`src/rtl/inst_fetch_pkg.sv`:
```
// Shared types and constants for the instruction fetch unit.
package inst_fetch_pkg;

    typedef enum logic [1:0] {
        S_BOOT = 2'd0,
        S_RUN  = 2'd1,
        S_HALT = 2'd2
    } fetch_state_t;

    localparam int unsigned PC_STEP = 4;

    // ebreak
    localparam logic [31:0] DEFAULT_HALT_INSTR = 32'h0010_0073;

endpackage

```
`src/rtl/inst_fetch_out_stage.sv`:
```
// Output register holding the fetched instruction and its PC toward decode.
// Latency: one cycle from load to out_valid.
// Backpressure: contents frozen while out_valid && !out_ready; flush has priority over load.
module inst_fetch_out_stage #(
    parameter int unsigned ADDR_W  = 8,
    parameter int unsigned INSTR_W = 32
) (
    input  logic               clk,
    input  logic               reset,
    input  logic               load,
    input  logic               flush,
    input  logic [INSTR_W-1:0] load_instr,
    input  logic [ADDR_W-1:0]  load_pc,
    input  logic               out_ready,
    output logic               out_valid,
    output logic [INSTR_W-1:0] out_instr,
    output logic [ADDR_W-1:0]  out_pc
);

    always_ff @(posedge clk) begin
        if (reset) begin
            out_valid <= 1'b0;
            out_instr <= '0;
            out_pc    <= '0;
        end else if (flush) begin
            out_valid <= 1'b0;
        end else if (load) begin
            out_valid <= 1'b1;
            out_instr <= load_instr;
            out_pc    <= load_pc;
        end else if (out_valid && out_ready) begin
            out_valid <= 1'b0;
        end
    end

endmodule

```
`src/rtl/inst_fetch.sv`:
```
// Instruction fetch: PC + boot/run/halt FSM driving a combinational InstMem; INST_FETCH_PERF_CNT_EN adds counters.
// Latency: PC to out_valid one cycle, one instruction per cycle while out_ready is high.
// Backpressure: no fetch while the output stage holds an unaccepted instruction; PC holds.
module inst_fetch
    import inst_fetch_pkg::*;
#(
    parameter int unsigned        ADDR_W     = 8,
    parameter int unsigned        INSTR_W    = 32,
    parameter logic [ADDR_W-1:0]  RESET_PC   = '0,
    parameter logic [INSTR_W-1:0] HALT_INSTR = INSTR_W'(DEFAULT_HALT_INSTR)
) (
    input  logic               clk,
    input  logic               reset,
    output logic [ADDR_W-1:0]  imem_addr,
    input  logic [INSTR_W-1:0] imem_instr,
    input  logic               redirect_valid,
    input  logic [ADDR_W-1:0]  redirect_pc,
    output logic               out_valid,
    input  logic               out_ready,
    output logic [INSTR_W-1:0] out_instr,
    output logic [ADDR_W-1:0]  out_pc,
`ifdef INST_FETCH_PERF_CNT_EN
    output logic [31:0]        fetch_count,
    output logic [15:0]        flush_count,
`endif
    output logic               halted
);

    fetch_state_t      state;
    logic [ADDR_W-1:0] pc;
    logic              redirect;
    logic              load;

    // Redirects arriving during boot are dropped entirely, including the flush.
    assign redirect  = redirect_valid && (state != S_BOOT);
    assign load      = (state == S_RUN) && (!out_valid || out_ready) && !redirect_valid;
    assign imem_addr = pc;

    always_ff @(posedge clk) begin
        if (reset) begin
            state  <= S_BOOT;
            pc     <= RESET_PC;
            halted <= 1'b0;
        end else begin
            case (state)
                S_BOOT: state <= S_RUN;
                S_RUN: begin
                    if (redirect) begin
                        pc <= redirect_pc & ~ADDR_W'(3);
                    end else if (load) begin
                        pc <= pc + ADDR_W'(PC_STEP);
                        if (imem_instr == HALT_INSTR) begin
                            state  <= S_HALT;
                            halted <= 1'b1;
                        end
                    end
                end
                S_HALT: begin
                    if (redirect) begin
                        pc     <= redirect_pc & ~ADDR_W'(3);
                        state  <= S_RUN;
                        halted <= 1'b0;
                    end
                end
                default: begin
                    state  <= S_BOOT;
                    halted <= 1'b0;
                end
            endcase
        end
    end

    inst_fetch_out_stage #(
        .ADDR_W  (ADDR_W),
        .INSTR_W (INSTR_W)
    ) u_out_stage (
        .clk        (clk),
        .reset      (reset),
        .load       (load),
        .flush      (redirect),
        .load_instr (imem_instr),
        .load_pc    (pc),
        .out_ready  (out_ready),
        .out_valid  (out_valid),
        .out_instr  (out_instr),
        .out_pc     (out_pc)
    );

`ifdef INST_FETCH_PERF_CNT_EN
    always_ff @(posedge clk) begin
        if (reset) begin
            fetch_count <= '0;
            flush_count <= '0;
        end else begin
            if (load && (fetch_count != '1))
                fetch_count <= fetch_count + 32'd1;
            if (redirect && out_valid && (flush_count != '1))
                flush_count <= flush_count + 16'd1;
        end
    end
`endif

endmodule

```
`config.mk`:
```
export PLATFORM = sky130hd
export DESIGN_NAME = inst_fetch
export DESIGN_NICKNAME = d
export VERILOG_FILES = /design/src/rtl/inst_fetch_pkg.sv /design/src/rtl/inst_fetch_out_stage.sv /design/src/rtl/inst_fetch.sv
export SDC_FILE = /design/constraint.sdc
export NUM_CORES = 1
export LEC_CHECK = 0
export CORE_MARGIN = 8
export CORE_UTILIZATION = 37
export DETAILED_ROUTE_END_ITERATION = 10
export PLACE_DENSITY = 0.76
export SYNTH_ARGS = -nofsm -noshare
export SYNTH_HDL_FRONTEND = slang
export SYNTH_SLANG_ARGS = --single-unit
```
`constraint.sdc`:
```
create_clock -name clk -period 1.5 [get_ports clk]
set_clock_uncertainty 0.15 [all_clocks]
set_input_delay 0.15 -clock clk [delete_from_list [all_inputs] [get_ports clk]]
set_output_delay 0.15 -clock clk [all_outputs]
set_load 0.02 [all_outputs]
```
==> impl_metrics.toml <==
[status]
status = "finished with violations"
violations = "hold timing"

[global_routing]
grt_pass1_wl_mm = 9.42
grt_start_max_net_pins = 32
track_usage = 0.151
antenna_found_initial = 0
gr-total-overflow = 0
first_global_vias = 2074

[critical_path]
worstSetupStartpoint = "state[1]$_SDFFE_PP0P_"
crit_path_max_incr_delay_ns = 0.37
path_max_fanout = 6
reg2reg_from = "state[1]$_SDFFE_PP0P_"
critPathKind = "reg2reg"
critical_path_buf_inv_count = 0
slowest_stage = "dfxtp_4"
path_delay_family = "simple AND/OR/NAND/NOR gates"
crit_required_ns = 1.59
worstSetupStartpointType = "flop"
worst_ep_arrival_time_ns = 1.57
path_cells = "nand2b_1 > o21a_1 > or3_1 > a31oi_1"
crit_path_end_kind = "flop"

[place]
dp_cells = 419
io_buffers = 87
hpwl_mm = 4.40
gp_congestion = 0.786
placed_cell_area_um2 = 3070

[worst_hold_path]
hp-start = "imem_instr[6]"
min_path_type = "in2reg"

[floorplan]
dieWidth_um = 89.7
die_area_um2 = 8040
initial_utilization = 0.374
ioPinCount = 94
rows = 27
core_area_um2 = 5370
die_y_um = 89.7

[detailed_routing]
dr.max_layer_used = "met4"
met2_length_mm = 3.10
antenna_left = 0
drtIter0Drc = 89
drcViolationCount = 0
wl_mm = 6.31
wl_per_cell_um = 14.4
wl_met1_mm = 2.53
via_per_inst = 4.86
met3_length_um = 570
drtPass1Iterations = 4
vias = 2126

[synthesis]
yosys-mux-area-fraction = 0.0175
synth-edff-count = 0
ys_types = 39
netlist.top_cell.by_area = "dfxtp_1"
syn_inst = 254
async_reset_ff_frac = 0
synth_compound_area_frac = 0.170
yosysTopAreaCellShare = 0.479
synth_top_family_by_area = "simple AND/OR/NAND/NOR gates"
synthSimpleGateAreaFrac = 0.267
synth_seq_area_share = 0.479
syn_area_per_cell_um2 = 7.90
yosysWarnings = 0
synthAdderAreaFrac = 0.00623
synth_xor_area_frac = 0
synthTopCellsByArea = "dfxtp_1, nand2_1, a21oi_1"
netlist_area_um2 = 2010
ys.flop_type = "dfxtp_1"
synth.most_common_cell = "nand2_1"
ys_ff_latch = 48
synth_common_cells = "nand2_1, dfxtp_1, a21oi_1"

[flow_run]
cap_violations = 0

[clock_tree]
clock-sinks = 48
tritoncts = "done"
clock_latency_ns = 0.30
clockBufferDepth = 2
cts_root_buf = "clkbuf_8"
numCtsBuffers = 5
htreeDepth = 2
clkSlewWorstSetupHoldPaths_ns = 0.09

[cells_and_area]
nets = 409
layout.cells.non_filler = 437
area_growth_pct = 65.2
final_area_um2 = 3320
drive_gt1_frac = 0.159
fin_util = 0.617
fill_cells = 517
antenna_cells = 0

[timing]
finalHoldViolCount = 3
setup_violations = 0
hold_ws_ns = -0.00940
setup_tns_ns = 0
rsz0062_at_grt = "yes"
finalCritPeriodShare = 0.990
fin_crit_ns = 1.48
fmax_mhz = 674
final_max_slew_viol_count = 0

[power_and_ir_drop]
p_total_mw = 2.85
vdd_drop_max_uv = 448
p_per_area_nw_per_um2 = 861
p_leak_nw = 1.54
==> per-layer routing <==
metal	vias to the layer above	track usage
met2	71	0.254
met3	9	0.0528
met4	0	0.0680
met5	-	0
met1	969	0.169
li1	1077	-
==> area by class of cell <==
type | count | area [um^2] | area share
clock buffers | 7 | 86.3 | 0.0260
clock inverters | 1 | 7.51 | 0.00226
inverters | 2 | 7.51 | 0.00226
multi-input cells | 187 | 1020 | 0.307
flip-flops and latches | 48 | 970 | 0.292
well taps | 72 | 90.1 | 0.0272
repair buffers | 120 | 1140 | 0.343
==> sequential cells by signal (all words and copies together) (netlist names) <==
register,count
u_out_stage.out_instr,32
u_out_stage.out_valid,1
halted,1
u_out_stage.out_pc,6
state,2
imem_addr,6
==> through the flow <==
step,setup WS (ns),hold WS (ns)
2_1_floorplan,0.00137,0.136
3_3_place_gp,-0.361,0.291
3_5_place_dp,-0.335,0.296
4_1_cts,0.00174,0.260
5_1_grt,-0.0423,0.00304
6_report,0.0153,-0.00940
==> placed cells by master, fill, tap and decap left out, types with 2 or more instances in the layout <==
cell type,netlist,final
and2_2,3,3
o21ai_1,2,3
nor4_1,6,2
nand4_1,3,3
dfxtp_1,48,45
dlygate4sd3_1,0,3
clkdlybuf4s50_1,0,28
o21a_1,2,2
dlymetal6s2s_1,0,12
conb_1,1,4
a21oi_1,43,43
inv_1,2,2
nor4_4,0,2
o21ai_0,8,6
and2_1,2,2
dfxtp_4,0,2
nand2_1,81,81
clkbuf_8,0,6
nor2_1,4,4
nand3b_1,2,2
nand3_1,3,3
buf_4,4,27
dlygate4sd2_1,0,46
mux2i_1,2,2
nor4_2,1,3
a31oi_1,2,2
buf_12,0,2
==> tightest hold or removal path: cells and delay by family <==
family	cells	cell delay (ns)
AND/OR/NAND/NOR	1	0.06
AO/OA/AOI/OAI	1	0.05
buffers and inverters	1	0.13
==> cells by family after synthesis <==
family                   Yosys count
AO/OA/AOI/OAI                     63
adder cells (fa/ha/maj)            1
buffers and inverters             22
AND/OR/NAND/NOR                  116
multiplexers                       3
flip-flops                        48
other                              1
==> report_power, final <==
group          switching (mW)  total, mW  internal [mW]
combinational           0.344      0.658          0.314
clock                   0.432      0.807          0.375
sequential             0.0437       1.39           1.35
total                   0.820       2.85           2.03
==> final timing paths <==
kind                            slack, ns  depth (start not counted)                               endpoint
worst max-delay path                 0.02                          4              imem_addr[2]$_SDFFE_PP0P_
worst min-delay path               -0.009                          3  u_out_stage.out_instr[6]$_SDFFE_PP0P_
worst max register to register       0.02                          4              imem_addr[2]$_SDFFE_PP0P_
worst min register to register       0.30                          2  u_out_stage.out_instr[4]$_SDFFE_PP0P_
==> what timing repair did <==
| item | CTS | global route |
|---|---|---|
| endpoints found under the hold margin | 1 | 2 |
| pin swaps | 0 | 8 |
| setup endpoints to repair | 52 | 13 |
| hold buffers | 1 | 2 |
| setup buffers | 3 | 3 |
| resized for setup | 50 | 24 |
| cloned | 0 | 1 |
No activity file was read; power rests on OpenSTA's default activity.
